**src/rtl/cpu_ctrl_pkg.sv**
```systemverilog
// Shared definitions for the multi-cycle CPU control path: state encodings
// and default sizing constants.
package cpu_ctrl_pkg;

   typedef enum logic [2:0] {
      S_FETCH  = 3'd0,
      S_DECODE = 3'd1,
      S_EXEC   = 3'd2,
      S_MEM    = 3'd3,
      S_WB     = 3'd4,
      S_ERROR  = 3'd7
   } state_t;

   localparam int DEF_MEM_TIMEOUT = 16;
   localparam int DEF_TO_W        = 5;
   localparam int DEF_CNT_W       = 32;

endpackage

```
**src/rtl/mem_wait_timer.sv**
```systemverilog
// Wait-cycle counter for a memory handshake; flags a timeout when the count
// has reached LIMIT and the handshake is still waiting.
module mem_wait_timer #(
   parameter int LIMIT = 16,
   parameter int TO_W  = 5
) (
   input  logic clk,
   input  logic rst,
   input  logic clr,
   input  logic en,
   output logic timeout
);

   localparam logic [TO_W-1:0] LIMIT_V = TO_W'(LIMIT);

   logic [TO_W-1:0] cnt;

   always_ff @(posedge clk) begin
      if (rst || clr) begin
         cnt <= '0;
      end else if (en && (cnt != LIMIT_V)) begin
         cnt <= cnt + 1'b1;
      end
   end

   assign timeout = en && (cnt == LIMIT_V);

endmodule

```
**src/rtl/multicycle_ctrl.sv**
```systemverilog
// Multi-cycle sequencer: steps each instruction through FETCH/DECODE/EXEC/
// MEM/WB, gates decoder controls into strobes and counts retirements.
module multicycle_ctrl
   import cpu_ctrl_pkg::*;
#(
   parameter int MEM_TIMEOUT = DEF_MEM_TIMEOUT,
   parameter int TO_W        = DEF_TO_W,
   parameter int CNT_W       = DEF_CNT_W
) (
   input  logic             clk,
   input  logic             rst,
   input  logic             run,
   input  logic             dec_reg_write,
   input  logic             dec_mem_write,
   input  logic             dec_mem_to_reg,
   input  logic             dec_branch,
   input  logic             alu_zero,
   input  logic             imem_ready,
   input  logic             dmem_ready,
   output logic             imem_req,
   output logic             ir_write,
   output logic             pc_write,
   output logic             pc_src,
   output logic             dmem_req,
   output logic             dmem_we,
   output logic             rf_we,
   output logic [2:0]       state,
   output logic [CNT_W-1:0] retired_count,
   output logic             timeout_err
);

   state_t cur, nxt;
   logic   retire;
   logic   waiting;
   logic   wait_clr;
   logic   to_hit;

   // Only the two handshake states accumulate wait cycles; a paused fetch does not.
   assign waiting  = ((cur == S_FETCH) && run && !imem_ready) ||
                     ((cur == S_MEM) && !dmem_ready);
   assign wait_clr = (nxt != cur) || ((cur == S_FETCH) && !run);

   mem_wait_timer #(
      .LIMIT (MEM_TIMEOUT),
      .TO_W  (TO_W)
   ) u_wait (
      .clk     (clk),
      .rst     (rst),
      .clr     (wait_clr),
      .en      (waiting),
      .timeout (to_hit)
   );

   always_comb begin
      nxt      = cur;
      retire   = 1'b0;
      imem_req = 1'b0;
      ir_write = 1'b0;
      pc_write = 1'b0;
      pc_src   = 1'b0;
      dmem_req = 1'b0;
      dmem_we  = 1'b0;
      rf_we    = 1'b0;
      case (cur)
         S_FETCH: begin
            imem_req = run;
            if (run && imem_ready) begin
               ir_write = 1'b1;
               pc_write = 1'b1;
               nxt      = S_DECODE;
            end else if (to_hit) begin
               nxt = S_ERROR;
            end
         end
         S_DECODE: nxt = S_EXEC;
         S_EXEC: begin
            if (dec_branch) begin
               pc_write = alu_zero;
               pc_src   = 1'b1;
               retire   = 1'b1;
               nxt      = S_FETCH;
            end else if (dec_mem_write || dec_mem_to_reg) begin
               nxt = S_MEM;
            end else if (dec_reg_write) begin
               nxt = S_WB;
            end else begin
               retire = 1'b1;
               nxt    = S_FETCH;
            end
         end
         S_MEM: begin
            dmem_req = 1'b1;
            dmem_we  = dec_mem_write;
            // A store takes priority over a simultaneous load flag.
            if (dmem_ready) begin
               if (dec_mem_write) begin
                  retire = 1'b1;
                  nxt    = S_FETCH;
               end else begin
                  nxt = S_WB;
               end
            end else if (to_hit) begin
               nxt = S_ERROR;
            end
         end
         S_WB: begin
            rf_we  = 1'b1;
            retire = 1'b1;
            nxt    = S_FETCH;
         end
         default: nxt = S_ERROR;
      endcase
      if (rst) begin
         imem_req = 1'b0;
         ir_write = 1'b0;
         pc_write = 1'b0;
         pc_src   = 1'b0;
         dmem_req = 1'b0;
         dmem_we  = 1'b0;
         rf_we    = 1'b0;
      end
   end

   always_ff @(posedge clk) begin
      if (rst) begin
         cur           <= S_FETCH;
         retired_count <= '0;
         timeout_err   <= 1'b0;
      end else begin
         cur <= nxt;
         if (retire) begin
            retired_count <= retired_count + CNT_W'(1);
         end
         if (to_hit) begin
            timeout_err <= 1'b1;
         end
      end
   end

   assign state = cur;

endmodule

```
**config.mk**
```make
export PLATFORM = sky130hd
export DESIGN_NAME = multicycle_ctrl
export DESIGN_NICKNAME = d
export VERILOG_FILES = /design/src/rtl/cpu_ctrl_pkg.sv /design/src/rtl/mem_wait_timer.sv /design/src/rtl/multicycle_ctrl.sv
export SDC_FILE = /design/constraint.sdc
export NUM_CORES = 1
export LEC_CHECK = 0
export ABC_AREA = 1
export CELL_PAD_IN_SITES_DETAIL_PLACEMENT = 0
export CELL_PAD_IN_SITES_GLOBAL_PLACEMENT = 1
export CORE_UTILIZATION = 32
export DETAILED_ROUTE_END_ITERATION = 12
export PLACE_DENSITY_LB_ADDON = 0.1
export SLEW_MARGIN = 25
export SYNTH_ARGS = -nofsm -noshare
export SYNTH_HDL_FRONTEND = slang
export SYNTH_HIERARCHICAL = 1
export SYNTH_SLANG_ARGS = --single-unit
```
**constraint.sdc**
```tcl
create_clock -name clk -period 2 [get_ports clk]
set_clock_uncertainty 0.05 [all_clocks]
set_input_delay 0.4 -clock clk [delete_from_list [all_inputs] [get_ports clk]]
set_output_delay 0.4 -clock clk [all_outputs]
set_load 0.03 [all_outputs]
```
==> results.sh <==
export IMPL_synth_edf_count=0
export IMPL_netlist_top_cells_count="112 x nand2_1, 84 x nor2_1, 47 x inv_1"
export IMPL_grt_max_degree=17
export IMPL_root_buffer="clkbuf_8"
export IMPL_cts_buffer_depth=2
export IMPL_fin_crit_ns=1.95
export IMPL_detailed_place_hpwl_um=5560
export IMPL_finalWeightedCongestion=0.840
export IMPL_io_buffer_count=52
export IMPL_grt_use_total=0.185
export IMPL_synth_seq_cells=41
export IMPL_die_h_um=90.9
export IMPL_rows=32
export IMPL_hold_violations=0
export IMPL_r2r_slack_ns=0.05
export IMPL_min_period_over_period=0.975
export IMPL_synth_avg_cell_area_um2=6.14
export IMPL_routed_wl_um=7360
export IMPL_n_fill_cell=826
export IMPL_worst_pin_slew_ns=0.583
export IMPL_fin_tns_setup_ns=0
export IMPL_rsz0062_at_grt="true"
export IMPL_viasPerCell=4.66
export IMPL_status="finished, final reports clean"
export IMPL_drive_gt1_frac=0.218
export IMPL_grt_pass1_vias=2668
export IMPL_power_density_nw_per_um2=709
export IMPL_required_ns=2.17
export IMPL_synth_area_leaders="dfxtp_1 32%, nand2_1 17%, nor2_1 12%, inv_1 7.0%, nand3_1 4.7%"
export IMPL_crit_chain="nor2_4 > nand2_2 > inv_2 > nand2_2 > o22ai_2 > inv_2 > nor2_4 > inv_2 > nand2_2 > o21ai_2 > nand3_1 > nand2_1 > nor2_2 > nand2_2 > nor2_4 > nand2_1 > nor3_1"
export IMPL_routedWlPerCell_um=12.2
export IMPL_cts_buffers=5
export IMPL_vdd_drop_max_mv=0.625
export IMPL_netlist_area_um2=2530
export IMPL_p_total_mw=2.59
export IMPL_ioPinCount=53
export IMPL_drc=0
export IMPL_synth_cells=412
export IMPL_grt_pass1_wl_um=12300
export IMPL_synth_seq_area_share=0.324
export IMPL_synth_flop_cell="dfxtp_1"
export IMPL_syn2layout_area_growth_pct=44.5
export IMPL_synth_async_reset_ratio=0
export IMPL_slew_violations=0
export IMPL_antenna_cells=0
export IMPL_slowest_stage="dfxtp_4"
export IMPL_cpMostUsedCell="nand2_2"
export IMPL_slew_headroom=0.611
export IMPL_reg2reg_depth=17
export IMPL_firstDrtPassIters=5
export IMPL_nNetsFinal=516
export IMPL_chipWidth_um=90.9
export IMPL_p_leak_nw=1.49
export IMPL_fmax_ghz=0.513
export IMPL_drtIter0Drc=86
export IMPL_slowest_delay_ns=0.37
export IMPL_rr_startpoint="state[0]"
export IMPL_cp_start_kind="flop"
export IMPL_dieArea_um2=8270
export IMPL_finalSetupViolCount=0
export IMPL_crit_path_max_fanout=5
export IMPL_hold_path_depth=2
export IMPL_cp_arrival_ns=2.12
export IMPL_detail_route_antenna_nets=0
export IMPL_antenna_found_initial=0
export IMPL_synth_top_cell_area_share=0.324
export IMPL_h_tree_depth=2
export IMPL_initial_core_util=0.329
export IMPL_yosysTopAreaCell="dfxtp_1"
export IMPL_worstSkewPairLatency_ns=0.30
export IMPL_hold_path_class="reg -> reg"
export IMPL_endpoint_kind="flop"
export IMPL_cts_tree="yes"
export IMPL_core_area_um2=7690
export IMPL_clock_sinks=41
export IMPL_path_clk_slew_ns=0.08
export IMPL_critPathKind="reg -> reg"
export IMPL_hp_start="timeout_err"
export IMPL_num_vias=2826
export IMPL_hold_end="timeout_err"
export IMPL_ys_warn_count=6
export IMPL_yosysMostFrequentCell="nand2_1"
export IMPL_cap_violations=0
export IMPL_syn_nets=425
export IMPL_yosysUniqueCellTypes=32
export IMPL_rr_endpoint="u_wait/cnt[2]"
export IMPL_overflow=0
==> through the flow <==
| stage | cells | worst slack, ns | utilization | area, um^2 | hold slack, ns |
|---|---|---|---|---|---|
| after floorplan | 412 | -0.0103 | - | 2550 | 0.424 |
| after global placement | 595 | -0.305 | 0.445 | 3420 | 0.410 |
| after detailed placement | 595 | -0.337 | 0.445 | 3420 | 0.420 |
| after CTS | 603 | 0.00779 | 0.461 | 3550 | 0.440 |
| after global routing | 606 | -0.136 | 0.476 | 3660 | 0.475 |
| final | 606 | 0.0493 | 0.476 | 3660 | 0.426 |
==> worst max-delay path by stage <==
stage,startpoint,end,slack (ns),depth (start not counted)
3_3_place_gp,run,u_wait/cnt[2],-0.30,15
2_1_floorplan,state[0],u_wait/cnt[2],-0.01,18
3_5_place_dp,run,u_wait/cnt[2],-0.34,15
6_report,state[0],u_wait/cnt[2],0.05,17
4_1_cts,imem_ready,pc_write,0.008,7
5_1_grt,state[0],u_wait/cnt[3],-0.14,17
==> cell families (layout without fill, tap and decap cells) <==
kind of cell             count (synthesis)  count (layout)  share of synthesized area
AND/OR/NAND/NOR                        265             265                      0.465
XOR/XNOR                                 5               5                     0.0173
adder cells (fa/ha/maj)                  3               3                     0.0148
AO/OA/AOI/OAI                           38              38                     0.0806
buffers and inverters                   60             152                     0.0974
flip-flops                              41              41                      0.324
==> state kept, by name, indices dropped and copies added, names as in the netlist <==
register       count
timeout_err        1
retired_count     32
state              3
u_wait/cnt         5
==> what timing repair did <==
action,4_1_cts,5_1_grt
hold endpoints to repair,0,0
buffers inserted,0,4
hold buffers,0,0
pin swaps,1,8
endpoints found under the setup margin,7,12
resized for setup,4,30
==> cell type report <==
type / instances / area (um^2) / share of cell area
repair buffers: 93 / 836 / 0.229
well taps: 102 / 128 / 0.0349
multi-input cells: 311 / 1560 / 0.426
clock buffers: 8 / 111 / 0.0305
flip-flops and latches: 41 / 832 / 0.228
inverters: 51 / 191 / 0.0524
==> layout by cell type, fill, tap and decap left out, types with 2 or more instances in the layout <==
master             n
nor3_1             5
nor2_1            74
nor2_2            15
nand4_1           14
o21ai_0            2
buf_4             46
nand2_1          107
dfxtp_1           36
nor2_4             5
inv_1             44
nand3_1           21
and3_1             3
clkdlybuf4s50_1   40
a31oi_1            5
dfxtp_2            3
nand2_2            7
nor3_2             4
dlymetal6s2s_1     4
nand4_2            2
xor2_1             4
nand3_2            5
a21oi_1           22
ha_1               2
dfxtp_4            2
o21ai_1            5
clkbuf_8           6
inv_2              7
==> per-layer routing <==
metal  track usage  vias up  wire length [um]
met5             0        -                 0
met4        0.0516        0               116
met3        0.0370       11               265
met2         0.336       43              3620
met1         0.217     1286              3360
li1              -     1486                 -
==> report_power, final <==
group	switching, mW	internal, mW	total (mW)	leakage (nW)
Sequential	0.0384	0.856	0.894	0.334
Clock	0.313	0.358	0.670	0.0566
Combinational	0.554	0.474	1.03	1.10
==> worst max-delay path, delay by kind of cell (launching register included) <==
kind	cells	cell delay [ns]
flops	1	0.37
simple gates	12	1.06
buf+inv	3	0.19
compound gates	2	0.20
No activity file was read; power rests on OpenSTA's default activity.
